`src/rtl/pipe_reg_skid.sv`:
```
// rtl/pipe_reg_skid.sv - elastic pipeline-stage register with one-entry skid buffer
// State bits double as the valid flags: bit0 = main valid, bit1 = skid valid.
module pipe_reg_skid #(
  parameter int                 DATA_W    = 32,
  parameter logic [DATA_W-1:0]  NOP_VALUE = '0
) (
  input  logic              clk,
  input  logic              rst,
  input  logic              flush,
  input  logic              in_valid,
  output logic              in_ready,
  input  logic [DATA_W-1:0] in_data,
  output logic              out_valid,
  input  logic              out_ready,
  output logic [DATA_W-1:0] out_data,
  output logic [1:0]        occupancy
);

  typedef enum logic [1:0] {
    EMPTY = 2'b00,
    ONE   = 2'b01,
    FULL  = 2'b11
  } state_t;

  state_t            state_q, state_d;
  logic [DATA_W-1:0] m_data_q, m_data_d;
  logic [DATA_W-1:0] s_data_q, s_data_d;
  logic              accept;
  logic              drain;

  // Ready and valid come straight from state flops, so no combinational path crosses the stage.
  assign in_ready  = ~state_q[1];
  assign out_valid = state_q[0];
  assign out_data  = m_data_q;
  assign occupancy = {1'b0, state_q[0]} + {1'b0, state_q[1]};

  assign accept = in_valid & in_ready;
  assign drain  = out_valid & out_ready;

  always_comb begin
    state_d  = state_q;
    m_data_d = m_data_q;
    s_data_d = s_data_q;
    if (flush) begin
      state_d  = EMPTY;
      m_data_d = NOP_VALUE;
      s_data_d = NOP_VALUE;
    end else begin
      case (state_q)
        EMPTY: begin
          if (accept) begin
            state_d  = ONE;
            m_data_d = in_data;
          end
        end
        ONE: begin
          if (accept && drain) begin
            m_data_d = in_data;
          end else if (accept) begin
            state_d  = FULL;
            s_data_d = in_data;
          end else if (drain) begin
            state_d  = EMPTY;
            m_data_d = NOP_VALUE;
          end
        end
        FULL: begin
          if (drain) begin
            state_d  = ONE;
            m_data_d = s_data_q;
            s_data_d = NOP_VALUE;
          end
        end
        default: begin
          state_d  = EMPTY;
          m_data_d = NOP_VALUE;
          s_data_d = NOP_VALUE;
        end
      endcase
    end
  end

  always_ff @(posedge clk) begin
    if (rst) begin
      state_q  <= EMPTY;
      m_data_q <= NOP_VALUE;
      s_data_q <= NOP_VALUE;
    end else begin
      state_q  <= state_d;
      m_data_q <= m_data_d;
      s_data_q <= s_data_d;
    end
  end

endmodule

```
`config.mk`:
```
export PLATFORM = sky130hd
export DESIGN_NAME = pipe_reg_skid
export DESIGN_NICKNAME = d
export VERILOG_FILES = /design/src/rtl/pipe_reg_skid.sv
export SDC_FILE = /design/constraint.sdc
export NUM_CORES = 1
export LEC_CHECK = 0
export BUFFER_PORTS_ARGS = -buffer_cell sky130_fd_sc_hd__buf_2
export CAP_MARGIN = 20
export CELL_PAD_IN_SITES_DETAIL_PLACEMENT = 1
export CELL_PAD_IN_SITES_GLOBAL_PLACEMENT = 1
export CORE_AREA = 2 2 123 89
export DETAILED_ROUTE_END_ITERATION = 8
export DIE_AREA = 0 0 125 91
export GPL_TIMING_DRIVEN = 0
export PLACE_DENSITY = 0.68
export SYNTH_ARGS = -nofsm -noshare
export SYNTH_HDL_FRONTEND = slang
export SYNTH_SLANG_ARGS = --single-unit
```
`constraint.sdc`:
```
create_clock -name clk -period 2.1 [get_ports clk]
set_input_delay 0.315 -clock clk [delete_from_list [all_inputs] [get_ports clk]]
set_output_delay 0.315 -clock clk [all_outputs]
set_load 0.005 [all_outputs]
```
Yosys cells after proc, flatten, opt, wreduce, memory -nomap -nowiden

Index checks and enable logic that the tools add are counted.

Logic and storage cells: 37
Flip-flop bits (word level): 66
Output and inout port bits: 36
Bits in writable memories: 0
Input bits: 37
Memory bits (read-only): 0
Memories: 0
Latch bits: 0

Order comparisons: 0
Shift-type cells: 0
Add/subtract/negate cells: 1
$mul: 0
Div/mod/pow operators: 0
Multiplexer cells: 14
Equality and inequality tests: 9
Bitwise gates (word level): 4
Reductions and logical operators: 6

Operator list:

| operator             | count |
|---|---|
| $mux W32             | 6 |
| $pmux W32 S3         | 2 |
| $reduce_and A4 Y1    | 3 |
| $mux W2              | 5 |
| $ne A3 B3 Y1 const B | 3 |
| $ne A2 B2 Y1 const B | 4 |
| $pmux W2 S3          | 1 |
| $add A1 B1 Y2        | 1 |
| $and A1 B1 Y1        | 2 |
| $eq A2 B1 Y1 const B | 1 |
| $eq A2 B2 Y1 const B | 1 |
| $logic_not A2 Y1     | 1 |
| $not A1 Y1           | 2 |
| $reduce_or A2 Y1     | 1 |
| $logic_and A1 B1 Y1  | 1 |

Depth between registers and ports, before layout

Gate-level depths: netlist of run 1.

Depth after elaboration: 5
Depth in mapped cells: 9
Gate-level depth less buffers: 6

Worst setup path after synthesis of run 1

Ideal clock, no wire load.

Path kind: register to register
From: register state_q[0]
To: register m_data_q[31] (netlist: out_data[31])
Period minus slack after synthesis: 1.715 ns
Cell stages (with the launch flop): 9
Data required time: 2.032 ns
Buffers on the path: 3
Slack: 0.385 ns
Library setup time: 0.068 ns
Arrival: 1.648 ns
Cell sequence: dfxtp_1 ha_1 buf_2 nor2_1 o2bb2ai_1 nor2b_1 clkbuf_1 buf_2 o2bb2ai_4

Cells in the longest elaborated chain, start to end: 4
Elaborated cells on any way between the ends: 12

Ends and longest elaborated chain:

| element                                                            | RTL line | text |
|---|---|---|
| start: declaration                                                 | 25       | `state_t state_q, state_d;` |
| start signal: assignment                                           | 89       | `state_q <= state_d;` |
| $and A1 B1 Y1                                                      | 38       | `assign drain = out_valid & out_ready;` |
| $logic_and A1 B1 Y1                                                | 57       | `if (accept && drain) begin` |
| $ne A3 B3 Y1 (no source line) or $mux W32 (tied branches)          | -        |  |
| $reduce_and A4 Y1 (no source line) or $pmux W32 S3 (tied branches) | -        |  |
| end signal: assignment                                             | 90       | `m_data_q <= m_data_d;` |
| end: declaration                                                   | 26       | `logic [DATA_W-1:0] m_data_q, m_data_d;` |

Parallel ways exist; a longest one is shown, timed or not.
A chain may end at the register's enable or synchronous reset.

Final worst setup path of run 1

From: register state_q[1]
To: register m_data_q[8] (netlist: out_data[8])

Cells in the longest elaborated chain, start to end: 5
Elaborated cells on any way between the ends: 13

Ends and longest elaborated chain:

| element                                                            | RTL line | text |
|---|---|---|
| $not A1 Y1                                                         | 32       | `assign in_ready = ~state_q[1];` |
| $and A1 B1 Y1                                                      | 37       | `assign accept = in_valid & in_ready;` |
| $logic_and A1 B1 Y1                                                | 57       |  |
| $ne A3 B3 Y1 (no source line) or $mux W32 (tied branches)          | -        |  |
| $reduce_and A4 Y1 (no source line) or $pmux W32 S3 (tied branches) | -        |  |

Parallel ways exist; a longest one is shown, timed or not.

==> reports/results.ini, run 1 <==
[outcome]
status = finished clean

[setup_path]
path_delay_family = buffers and inverters
crit_buf_inv = 3
critPathLaunch = state_q[1]
worstPathMaxFanout = 10
crit_type = reg2reg
cp_data_required_time_ns = 2.37
timing.rr.start = state_q[1]
slowest_stage = dfxtp_2
end_kind = flop
cp.arrival_ns = 2.27
cp.depth = 8
r2r_cells = 8
slowest_delay_ns = 0.35
path_cells = inv_1, ha_1, buf_2, nand3b_1, o21bai_2, clkbuf_4, a22oi_1, o2bb2ai_4
worstSetupStartpointType = flop

[final_layout]
diodes = 0
final_common_cell = buf_2
final_cell_mix = buf_2 (75), dfxtp_1 (65), o21ai_0 (34)
utilization_pct = 37.7
final_cells = 514
n_fill_cell = 1182
syn2layout_area_growth_pct = 28.5
nets = 419
drive_above_1_share_pct = 36.4

[floorplanning]
io_pins = 73
fp.coreArea_um2 = 10200
die_y_um = 91
dieWidth_um = 125
start_util_pct = 29.4
die_area_um2 = 11400
fp-row-count = 31

[drt]
drtIter0Drc = 163
wl_met3_um = 513
met1Wirelength_mm = 4.46
drc = 0
num_vias = 2740
routed.top_layer = met4
via_per_inst = 5.33
dr_wl_met2_mm = 4.29
wl_per_cell_um = 18.2
wl_mm = 9.34
drt_pre_antenna_iters = 4
ant_nets = 0

[placement]
io_buffers = 72
place_hpwl_mm = 6.50
dp.cells = 498
gp_congestion = 0.768

[timing]
setup_viol = 0
fin_worst_skew_ns = 0.00398
grt_setup_unrepaired = true
tightest_slew_ns = 0.527
maxSlewHeadroom_pct = 64.9
hold_viol_final = 0
period_minus_slack_ns = 2.00
max_freq_ghz = 0.501
min_period_over_period_pct = 95.1
slew_viol_final = 0

[yosys]
netlist_area_um2 = 2990
syn-mean-instance-area_um2 = 10.2
syn_nets = 336
ys_warn_count = 0
synth_seq_cells = 66
synth_top_area_share_pct = 44.3
synth_top_cell_by_area = dfxtp_1
synth.distinct_cells = 30
ys_seq_area_share_pct = 44.3
synthTopCellsByArea = dfxtp_1 (44%), o2bb2ai_2 (14%), a22oi_1 (8.0%), nand4_1 (6.7%), a21oi_1 (5.7%)
synth_cells = 294

[global_route]
overflow = 0
grt_pass1_wl_mm = 15.2
grtUsageTotal_pct = 16.7
grt_max_degree = 11
grt_pass1_vias = 2818
antenna_found_initial = 0

[pwr]
intPower_mw = 2.31
p_seq_share_pct = 42.2
powerDensity_nw_per_um2 = 808
p_clk_share_pct = 45.7
switchingPower_mw = 0.787
peakVddDrop_mv = 0.292
power_switching_share_pct = 25.4
combPwrFrac_pct = 12.1
p_leak_nw = 1.49

[cts]
clock-sinks = 66
clk_pin_slew_ns = 0.05
cts_max_level = 3
cts-root-buf = clkbuf_16
clockBufferDepth = 2
cts-buffers-inserted = 9
cts_setup_buffers = 0
clkLatencyLatePin_ns = 0.33
cts_tree = built

[min_path]
whs_path_depth = 3
min-delay-start = in_data[25]
holdCritPathClass = in2reg

[run]
cap_viol_max_count = 0

-- tightest hold or removal path, cell delays in order --
cell	delay (ns)
buf_2	0.12
nand4_1	0.06
a21oi_1	0.05
-- per-stage QoR --
stage               total power [mW]  hold slack (ns)  worst slack, ns  cell area (um^2)  setup TNS [ns]
floorplan                       1.54            0.447            0.385              2990               0
global placement                1.69            0.455          -0.0231              3510         -0.0305
detailed placement              1.70            0.456          -0.0415              3510          -0.252
CTS                             3.13            0.258          0.00212              3800               0
global route                    3.24            0.277          -0.0400              3830          -0.393
finish                          3.10            0.267            0.104              3830               0
-- power by group through the flow --
stage / Combinational (mW) / Clock (mW) / Sequential [mW]
6_report: 0.375 / 1.41 / 1.31
5_1_grt: 0.410 / 1.52 / 1.31
4_1_cts: 0.368 / 1.45 / 1.31
3_5_place_dp: 0.364 / 0 / 1.33
3_3_place_gp: 0.355 / 0 / 1.33
2_1_floorplan: 0.208 / 0 / 1.33
-- Yosys cell counts --
master / count
a211o_1: 1
a21boi_0: 1
a21o_1: 1
a21oi_1: 34
a22oi_1: 32
a31oi_1: 1
and2_1: 1
buf_2: 9
buf_6: 5
clkbuf_1: 21
dfxtp_1: 66
ha_1: 5
inv_1: 4
mux2i_1: 1
nand2_1: 1
nand2b_1: 1
nand3b_1: 1
nand4_1: 32
nor2_1: 3
nor2b_1: 1
o21a_1: 1
o21ai_0: 34
o21bai_1: 1
o2bb2ai_1: 3
o2bb2ai_2: 28
o2bb2ai_4: 2
o31ai_1: 1
or2_1: 1
or3_1: 1
or4_1: 1
-- flip-flops by register name, indices dropped and copies added, names as in the netlist --
name,flops
out_data,32
state_q,2
s_data_q,32
-- final timing paths --
path,end,slack [ns]
setup / recovery,out_data[8],0.10
hold / removal,s_data_q[25],0.27
setup reg to reg,out_data[8],0.10
hold reg to reg,out_data[22],0.47
-- per-layer routing --
metal  vias to the layer above  global-route usage [%]
met2                        71                    26.3
met3                        12                    5.24
met1                      1351                    22.7
li1                       1306                       -
met4                         0                    3.33
met5                         -                       0
-- repair_timing --
| item | CTS | global route |
|---|---|---|
| hold buffers | 0 | 0 |
| setup endpoints to repair | 60 | 60 |
| resized for setup | 4 | 17 |
-- final cells by class --
| type | count | area (um^2) | area share, % |
|---|---|---|---|
| Clock inverter | 2 | 10.0 | 0.261 |
| Inverter | 4 | 15.0 | 0.392 |
| Multi-Input combinational cell | 189 | 1480 | 38.7 |
| Sequential cell | 66 | 1320 | 34.5 |
| Timing Repair Buffer | 72 | 360 | 9.40 |
| Clock buffer | 14 | 274 | 7.15 |
| Tap cell | 132 | 165 | 4.31 |
| Buffer | 35 | 205 | 5.35 |
-- kinds of logic (layout without fill, tap and decap cells) --
kind of cell	count (synthesis)	count (layout)	share of synthesized area (%)
adders and majority gates	5	5	2.10
DFF	66	66	44.3
muxes	1	1	0.335
and+or+nand+nor	43	43	8.76
AOI/OAI and AO/OA	140	140	38.0
buffers and inverters	39	127	6.54
Power figures use the tool's default switching activity.
==> inputs of run 2 (changes only) <==
--- a/config.mk
+++ b/config.mk
@@ -14,6 +14,7 @@
 export DIE_AREA = 0 0 125 91
 export GPL_TIMING_DRIVEN = 0
 export PLACE_DENSITY = 0.68
+export SETUP_SLACK_MARGIN = 0.2
 export SYNTH_ARGS = -nofsm -noshare
 export SYNTH_HDL_FRONTEND = slang
 export SYNTH_SLANG_ARGS = --single-unit
==> run 2 against run 1 <==
Clock skew hardly changed. Critical path depth stayed put. Global-route usage hardly changed. Total power is 0.91% higher. Worst hold slack better by 0.00056 ns.
==> reports/results.ini, run 2 (synthesis results as in run 1) <==
[placement]
pre_cts_ws_ns = -0.0415
dp.cells = 498
place_hpwl_mm = 6.50
gp_congestion = 0.768
io_buffers = 72
placed_area_um2 = 3510

[min_path]
holdCritPathClass = in2reg
whs_path_depth = 3
min-delay-start = in_data[25]
whs_endpoint = s_data_q[25]

[floorplanning]
dieWidth_um = 125
fp-row-count = 31
fp.coreArea_um2 = 10200
die_area_um2 = 11400
start_util_pct = 29.4
die_y_um = 91
io_pins = 73

[timing]
max_freq_ghz = 0.551
tightest_slew_ns = 0.533
grt_setup_unrepaired = false
fin_worst_skew_ns = 0.00435
tns_ns = 0
slew_viol_final = 0
setup_viol = 0
holdWs_ns = 0.268
hold_viol_final = 0
maxSlewHeadroom_pct = 64.5
min_period_over_period_pct = 86.4
period_minus_slack_ns = 1.81
setup_slack_ns = 0.286

[setup_path]
cp.arrival_ns = 2.05
timing.rr.start = state_q[1]
end_kind = flop
regToRegSetupSlack_ns = 0.29
cp_data_required_time_ns = 2.34
r2r_cells = 8
crit_top_cell = buf_4
worstSetupStartpointType = flop
path_cells = inv_2, ha_1, buf_6, nand3b_1, buf_4, buf_4, a211o_1, o31ai_2
slowest_delay_ns = 0.36
worstPathMaxFanout = 9
slowest_stage = dfxtp_4
r2r_end = state_q[0]
crit_type = reg2reg

[cts]
cts_tree = built
cts_max_level = 3
clock-sinks = 66
clk_pin_slew_ns = 0.05
clkLatencyLatePin_ns = 0.33
cts-root-buf = clkbuf_16
cts-buffers-inserted = 9
clockBufferDepth = 2

[final_layout]
nets = 425
final_common_cell = buf_2
diodes = 0
final_cells = 520
utilization_pct = 39.0
syn2layout_area_growth_pct = 32.7
final_cell_mix = buf_2 (77), dfxtp_1 (64), o21ai_0 (34)
drive_above_1_share_pct = 40.7
finalInstanceArea_um2 = 3960

[pwr]
total_power_mw = 3.13
p_seq_share_pct = 41.8
p_leak_nw = 1.55
combPwrFrac_pct = 13.0
switchingPower_mw = 0.795
p_clk_share_pct = 45.2
peakVddDrop_mv = 0.292
powerDensity_nw_per_um2 = 789
power_switching_share_pct = 25.4
intPower_mw = 2.33

[drt]
ant_nets = 0
wl_mm = 9.53
drtIter0Drc = 131
drc = 0
drt_pre_antenna_iters = 4
wl_per_cell_um = 18.3
via_per_inst = 5.35
num_vias = 2783

[global_route]
grtUsageTotal_pct = 16.7
grt_max_degree = 11
grt_pass1_wl_mm = 15.2
overflow = 0
grt_pass1_vias = 2856
antenna_found_initial = 0

[outcome]
status = finished clean

[run]
cap_viol_max_count = 0

[run 2: critical path: cells and delay by family, from the launching register on]
kind | cells | cell delay (ns)
buffers and inverters | 4 | 0.54
adders and majority gates | 1 | 0.16
DFF | 1 | 0.36
AOI/OAI and AO/OA | 2 | 0.51
and+or+nand+nor | 1 | 0.15
[run 2: worst max path at each step]
stage                     startpoint      endpoint  slack [ns]  depth (start not counted)
after detailed placement  state_q[1]  s_data_q[12]       -0.04                          8
after global placement    state_q[1]  out_data[31]       -0.02                          8
after floorplan           state_q[0]  out_data[31]        0.38                          8
after CTS                 state_q[1]    state_q[1]        0.21                          7
final                     state_q[1]    state_q[0]        0.29                          8
after global routing      state_q[0]   out_data[9]        0.20                          8
[run 2: layer usage]
metal | GRT usage [%] | up-vias | share of wire (%)
li1 | - | 1320 | -
met1 | 22.3 | 1382 | 48
met2 | 26.8 | 71 | 46
met3 | 5.24 | 10 | 5.2
met4 | 3.33 | 0 | 0.66
met5 | 0 | - | 0
[run 2: cell type report]
| class | instances | area (um^2) |
|---|---|---|
| Multi-Input combinational cell | 189 | 1530 |
| Tap cell | 132 | 165 |
| Timing Repair Buffer | 78 | 405 |
| Fill cell | 1183 | 6200 |
| Clock inverter | 2 | 10.0 |
| Buffer | 35 | 239 |
| Clock buffer | 14 | 274 |
| Sequential cell | 66 | 1330 |
| Inverter | 4 | 15.0 |
[run 2: timing repair]
action	CTS	global route
setup endpoints to repair	60	62
setup buffers	0	4
pin swaps	0	2
cloned	0	2
hold buffers	0	0
resized for setup	19	35
[run 2: power by group through the flow]
stage               Combinational (mW)  Clock (mW)  Sequential (mW)
floorplan                        0.208           0             1.33
global placement                 0.355           0             1.33
detailed placement               0.364           0             1.33
CTS                              0.380        1.45             1.31
global route                     0.441        1.52             1.31
finish                           0.406        1.41             1.31
